**src/rtl/alu_pkg.sv**
```systemverilog
// Shared types for the sequential integer execute unit: op codes, FSM states
// and the op-code field width.
package alu_pkg;

  localparam int OP_W = 4;

  typedef enum logic [OP_W-1:0] {
    OP_ADD   = 4'd0,
    OP_SUB   = 4'd1,
    OP_NOT   = 4'd2,
    OP_AND   = 4'd3,
    OP_OR    = 4'd4,
    OP_XOR   = 4'd5,
    OP_SLT   = 4'd6,
    OP_EQ    = 4'd7,
    OP_SLL   = 4'd8,
    OP_SRL   = 4'd9,
    OP_SRA   = 4'd10,
    OP_MUL   = 4'd11,
    OP_ILL12 = 4'd12,
    OP_ILL13 = 4'd13,
    OP_ILL14 = 4'd14,
    OP_ILL15 = 4'd15
  } op_e;

  typedef enum logic [1:0] {
    IDLE,
    BUSY,
    DONE
  } state_e;

  function automatic logic is_shift(input op_e op);
    return op inside {OP_SLL, OP_SRL, OP_SRA};
  endfunction

endpackage

```
**src/rtl/alu_comb.sv**
```systemverilog
// Single-cycle ALU slice: logic ops, add/sub/compare and their flags.
// Shifts return a unshifted (the zero-distance case); MUL is owned by seq_alu.
module alu_comb
  import alu_pkg::*;
#(
  parameter int WIDTH = 32
) (
  input  op_e              op,
  input  logic [WIDTH-1:0] a,
  input  logic [WIDTH-1:0] b,
  output logic [WIDTH-1:0] result,
  output logic             carry,
  output logic             overflow,
  output logic             zero,
  output logic             err
);

  logic             sub;
  logic [WIDTH-1:0] b_eff;
  logic [WIDTH-1:0] sum;
  logic             c_out;
  logic             ovf;

  // SLT shares the subtractor: a + ~b + 1
  assign sub   = op inside {OP_SUB, OP_SLT};
  assign b_eff = sub ? ~b : b;
  assign {c_out, sum} = {1'b0, a} + {1'b0, b_eff} + {{WIDTH{1'b0}}, sub};
  assign ovf   = (a[WIDTH-1] == b_eff[WIDTH-1]) && (sum[WIDTH-1] != a[WIDTH-1]);

  always_comb begin
    // NOTE: every output gets a default before the case so no path leaves one
    // unassigned, which would otherwise infer a latch.
    result   = '0;
    carry    = 1'b0;
    overflow = 1'b0;
    err      = 1'b0;
    case (op)
      OP_ADD, OP_SUB: begin
        result   = sum;
        carry    = c_out;
        overflow = ovf;
      end
      OP_NOT: result = ~a;
      OP_AND: result = a & b;
      OP_OR:  result = a | b;
      OP_XOR: result = a ^ b;
      OP_SLT: result = {{(WIDTH-1){1'b0}}, sum[WIDTH-1] ^ ovf};
      OP_EQ:  result = {{(WIDTH-1){1'b0}}, a == b};
      OP_SLL, OP_SRL, OP_SRA: result = a;
      OP_MUL: result = '0;
      default: err = 1'b1;
    endcase
    zero = (result == '0);
  end

endmodule

```
**src/rtl/seq_alu.sv**
```systemverilog
// Multi-cycle integer execute unit: valid/ready in and out, single-cycle ops
// via alu_comb, iterative one-bit-per-cycle shifts and a shift-add multiplier.
module seq_alu
  import alu_pkg::*;
#(
  parameter int WIDTH = 32
) (
  input  logic             clk,
  input  logic             rst,
  input  logic             in_valid,
  output logic             in_ready,
  input  logic [OP_W-1:0]  op,
  input  logic [WIDTH-1:0] a,
  input  logic [WIDTH-1:0] b,
  output logic             out_valid,
  input  logic             out_ready,
  output logic [WIDTH-1:0] result,
  output logic             carry,
  output logic             overflow,
  output logic             zero,
  output logic             err
);

  localparam int SHW   = $clog2(WIDTH);
  localparam int CNT_W = SHW + 1;

  state_e           state, state_nxt;
  op_e              op_in, op_q;
  logic [WIDTH-1:0] acc, acc_nxt, mcand, mplier;
  logic [CNT_W-1:0] cnt;
  logic [SHW-1:0]   shamt;
  logic             iter_start;
  logic             last_iter;

  logic [WIDTH-1:0] c_result;
  logic             c_carry, c_overflow, c_zero, c_err;

  assign op_in      = op_e'(op);
  assign shamt      = b[SHW-1:0];
  assign iter_start = (op_in == OP_MUL) || (is_shift(op_in) && (shamt != '0));
  // The iteration that drives the counter to 0 is the last one
  assign last_iter  = (cnt == CNT_W'(1));

  alu_comb #(.WIDTH(WIDTH)) u_comb (
    .op       (op_in),
    .a        (a),
    .b        (b),
    .result   (c_result),
    .carry    (c_carry),
    .overflow (c_overflow),
    .zero     (c_zero),
    .err      (c_err)
  );

  // NOTE: sequential state is written with <= so every register samples the
  // pre-edge values, independent of statement order.
  always_ff @(posedge clk) begin
    if (rst) state <= IDLE;
    else     state <= state_nxt;
  end

  always_comb begin
    state_nxt = state;
    case (state)
      IDLE: if (in_valid) state_nxt = iter_start ? BUSY : DONE;
      BUSY: if (last_iter) state_nxt = DONE;
      DONE: if (out_ready) state_nxt = IDLE;
      default: state_nxt = IDLE;
    endcase
  end

  always_comb begin
    in_ready  = (state == IDLE);
    out_valid = (state == DONE);
  end

  always_comb begin
    acc_nxt = acc;
    case (op_q)
      OP_SLL: acc_nxt = acc << 1;
      OP_SRL: acc_nxt = acc >> 1;
      OP_SRA: acc_nxt = {acc[WIDTH-1], acc[WIDTH-1:1]};
      OP_MUL: acc_nxt = mplier[0] ? acc + mcand : acc;
      default: acc_nxt = acc;
    endcase
  end

  always_ff @(posedge clk) begin
    if (rst) begin
      op_q     <= OP_ADD;
      acc      <= '0;
      mcand    <= '0;
      mplier   <= '0;
      cnt      <= '0;
      result   <= '0;
      carry    <= 1'b0;
      overflow <= 1'b0;
      zero     <= 1'b0;
      err      <= 1'b0;
    end else begin
      case (state)
        IDLE: if (in_valid) begin
          op_q   <= op_in;
          acc    <= (op_in == OP_MUL) ? '0 : a;
          mcand  <= a;
          mplier <= b;
          cnt    <= (op_in == OP_MUL) ? CNT_W'(WIDTH) : CNT_W'(shamt);
          if (!iter_start) begin
            result   <= c_result;
            carry    <= c_carry;
            overflow <= c_overflow;
            zero     <= c_zero;
            err      <= c_err;
          end
        end
        BUSY: begin
          acc    <= acc_nxt;
          mcand  <= mcand << 1;
          mplier <= mplier >> 1;
          cnt    <= cnt - CNT_W'(1);
          if (last_iter) begin
            result   <= acc_nxt;
            carry    <= 1'b0;
            overflow <= 1'b0;
            zero     <= (acc_nxt == '0);
            err      <= 1'b0;
          end
        end
        default: ;
      endcase
    end
  end

endmodule
```
**config.mk**
```make
export PLATFORM = sky130hd
export DESIGN_NAME = seq_alu
export DESIGN_NICKNAME = d
export VERILOG_FILES = /design/src/rtl/alu_pkg.sv /design/src/rtl/alu_comb.sv /design/src/rtl/seq_alu.sv
export SDC_FILE = /design/constraint.sdc
export NUM_CORES = 1
export LEC_CHECK = 0
export ABC_CLOCK_PERIOD_IN_PS = 9700
export CORE_UTILIZATION = 35
export CTS_BUF_LIST = sky130_fd_sc_hd__clkbuf_16
export DETAILED_ROUTE_END_ITERATION = 12
export GPL_TIMING_DRIVEN = 0
export HOLD_SLACK_MARGIN = 0.1
export PLACE_DENSITY = 0.59
export SYNTH_ARGS = -nofsm -noshare
export SYNTH_HDL_FRONTEND = slang
export SYNTH_HIERARCHICAL = 1
export SYNTH_SLANG_ARGS = --single-unit
```
**constraint.sdc**
```tcl
create_clock -name clk -period 9.7 [get_ports clk]
set_clock_uncertainty 0.2 [all_clocks]
set_input_delay 0.97 -clock clk [delete_from_list [all_inputs] [get_ports clk]]
set_output_delay 0.97 -clock clk [all_outputs]
set_load 0.02 [all_outputs]
```
==> flow_metrics.tcl <==
set metrics [dict create \
    p_leak_nw 6.47 \
    drv_slew 0 \
    p_switching_mw 0.907 \
    rsz0062_at_grt "no" \
    routed_via_density 6.05 \
    crit_top_cell "and4bb_1" \
    setup_violations 0 \
    worst-path-buf-inv 3 \
    synth_common_cells "277 x nand2_1, 209 x a21oi_1, 171 x nor2_1" \
    num_antenna_cells 0 \
    cts_tree "built" \
    synth_edf_count 0 \
    power.density_nw_per_um2 133 \
    cts-root-buf "clkbuf_16" \
    critical_path_peak_fanout 12 \
    overflow 0 \
    max-vdd-ir-drop_mv 0.129 \
    synth.cell_area_sq_um 14100 \
    cts_sinks 144 \
    synth_flop_cell "dfxtp_1" \
    drc 0 \
    cts_resized 0 \
    internal_power_mw 1.26 \
    ys_types 102 \
    crit_path_end_kind "flop" \
    tightest_slew_ns 1.41 \
    first_global_vias 14947 \
    yosysTopAreaCellShare_pct 20.5 \
    antenna_found_initial 2 \
    yosysSeqAreaShare_pct 20.5 \
    cap_violations 0 \
    critical_path.top_delay_family "compound AO/OA/AOI/OAI gates" \
    syn_inst 1949 \
    place.gp.congestion 1.02 \
    drt_wl_total_um 62700 \
    die-area_sq_um 41000 \
    finalHoldViolCount 0 \
    cts_hold_buf 0 \
    grt_max_degree 17 \
    start_kind "input port" \
    layout.nets 2281 \
    path_class "input port to flop" \
    clk_pin_slew_ns 0.07 \
    switching_share_pct 41.8 \
    fin_crit_sh_pct 76.4 \
    firstDrtPassIters 6 \
    power_frac_comb_pct 37.7 \
    fin_crit_ns 7.41 \
    fmax_mhz 135 \
    area_growth_pct 16.3 \
    wl_per_cell_um 24.0 \
    yosysWarnings 6 \
    slowest_delay_ns 0.88 \
    dp_hpwl_um 50500 \
    ioPinCount 110 \
    drive_gt1_share_pct 5.41 \
    ys_ff_latch 144 \
    numPortBuffers 108 \
    synthesis.nets 2154 \
    crit_path_top_delay_cell "buf_1" \
    worstSkewPairLatency_ns 0.46 \
    antenna_left 0 \
    path_cells "clkdlybuf4s50_1 -> and4bb_1 -> nor2_2 -> buf_1 -> xnor2_1 -> ha_1 -> clkbuf_1 -> nand4_1 -> nor2_1 -> o2111ai_2 -> a31oi_1 -> a221oi_1 -> o31ai_1 -> o21ai_0 -> a211oi_1 -> and4bb_1 -> nand3_1 -> a21o_1 -> o21ai_2" \
    hp-class "flop to flop" \
    slew_headroom_pct 4.87 \
    finalPower_mw 2.17 \
    synth-async-reset-ratio_pct 0 \
    p_clk_share_pct 30.5 \
    yosys-top-cells-area "dfxtp_1 20%, ha_1 12%, a21oi_1 7.4%" \
    grt_use_total_pct 30.2 \
    start_util_pct 35.4 \
    drt_iter0_markers 1818 \
    htreeDepth 4 \
    dieWidth_um 203 \
    yosys.area.top_type "dfxtp_1" \
    rows 73 \
    avgSynthCellArea_sq_um 7.22 \
    cts_setup_buffers 0 \
    fp.dieH_um 203 \
    vias 15824 \
    seqPwrFrac_pct 31.8 \
    grt_first_pass_wirelength_um 93500 \
    core_area_sq_um 39700 \
    cts_buffers 17 \
    crit_arrival_ns 7.60 \
    yosysMostFrequentCell "nand2_1" \
    final_util_pct 41.2 \
    cts_buffer_depth 2 \
    required_ns 9.89 \
    fin_tns_setup_ns 0 \
    status "finished, final reports clean" \
]
==> layer usage <==
layer | GRT usage [%] | routed length, um | vias up
met3 | 4.22 | 4050 | 144
met1 | 38.1 | 26300 | 7591
li1 | - | - | 7401
met5 | 0 | 9 | -
met4 | 13.8 | 2810 | 2
met2 | 50.8 | 29500 | 686
==> state kept, by name (all words and copies together) (netlist names) <==
name,cells
acc,32
mcand,32
mplier,32
result,32
cnt,6
op_q,4
state,2
carry,1
err,1
overflow,1
zero,1
==> layout make-up <==
| cell class | instances | area [sq um] |
|---|---|---|
| repair buffers | 108 | 1080 |
| clock buffers | 17 | 425 |
| fillers | 4177 | 23400 |
| plain buffers | 146 | 621 |
| inverters | 82 | 308 |
| clock inverters | 15 | 120 |
| well taps | 525 | 657 |
| flip-flops and latches | 144 | 2880 |
| multi-input cells | 1577 | 10300 |
==> cells in the final DEF (no fill, tap or decap), types with 26 or more instances in the layout <==
cell | synthesis | final
xnor2_1 | 53 | 53
o21ai_0 | 100 | 100
a22oi_1 | 81 | 81
clkbuf_1 | 102 | 102
a221oi_1 | 29 | 29
clkdlybuf4s50_1 | 0 | 108
nor3_1 | 26 | 26
dfxtp_1 | 144 | 144
nor2_1 | 171 | 171
a21oi_1 | 209 | 209
a21o_1 | 30 | 30
ha_1 | 131 | 131
buf_2 | 28 | 28
inv_1 | 82 | 82
nand2_1 | 277 | 277
nand4_1 | 26 | 26
nand3_1 | 34 | 34
a311oi_1 | 28 | 28
==> worst paths after layout <==
path / slack, ns / depth (start not counted) / startpoint / end
worst min-delay path: 0.26 / 2 / carry / carry
worst max-delay path: 2.29 / 19 / op[0] / zero
worst min register to register: 0.26 / 2 / carry / carry
worst max register to register: 5.75 / 11 / acc[10] / zero
==> worst reg2reg max path, stage by stage (launching register included) <==
cell,delay (ns)
dfxtp_1,0.40
ha_1,0.48
nand4_1,0.21
nor2_1,0.28
o21ai_2,0.17
a311oi_1,0.42
o21ba_1,0.22
o31ai_1,0.48
o2111ai_1,0.24
nor4_1,0.46
nand4b_1,0.19
o21ai_2,0.15
==> per-stage QoR <==
stage	setup WS (ns)	hold slack (ns)	cell area, sq um	cells
after detailed placement	2.00	0.251	15800	2582
after CTS	2.45	0.261	16400	2614
after global routing	2.18	0.285	16400	2614
final	2.29	0.260	16400	2614
after global placement	2.06	0.245	15800	2582
after floorplan	4.54	0.237	14100	1949
==> power by group through the flow <==
stage	Clock [mW]	Combinational, mW	Sequential, mW
floorplan	0	0.506	0.690
global placement	0	0.788	0.701
detailed placement	0	0.796	0.701
CTS	0.664	0.801	0.687
global route	0.692	0.887	0.694
finish	0.661	0.819	0.691
==> cells by family (layout without fill, tap and decap cells) <==
kind of cell,after synthesis,in the layout,share of synthesized area (%)
AO/OA/AOI/OAI,678,678,32.6
buffers and inverters,228,368,6.59
AND/OR/NAND/NOR,678,678,22.7
flip-flops,144,144,20.5
XOR/XNOR,71,71,4.42
adder cells (fa/ha/maj),133,133,11.9
multiplexers,17,17,1.24
Power figures use the tool's default switching activity.
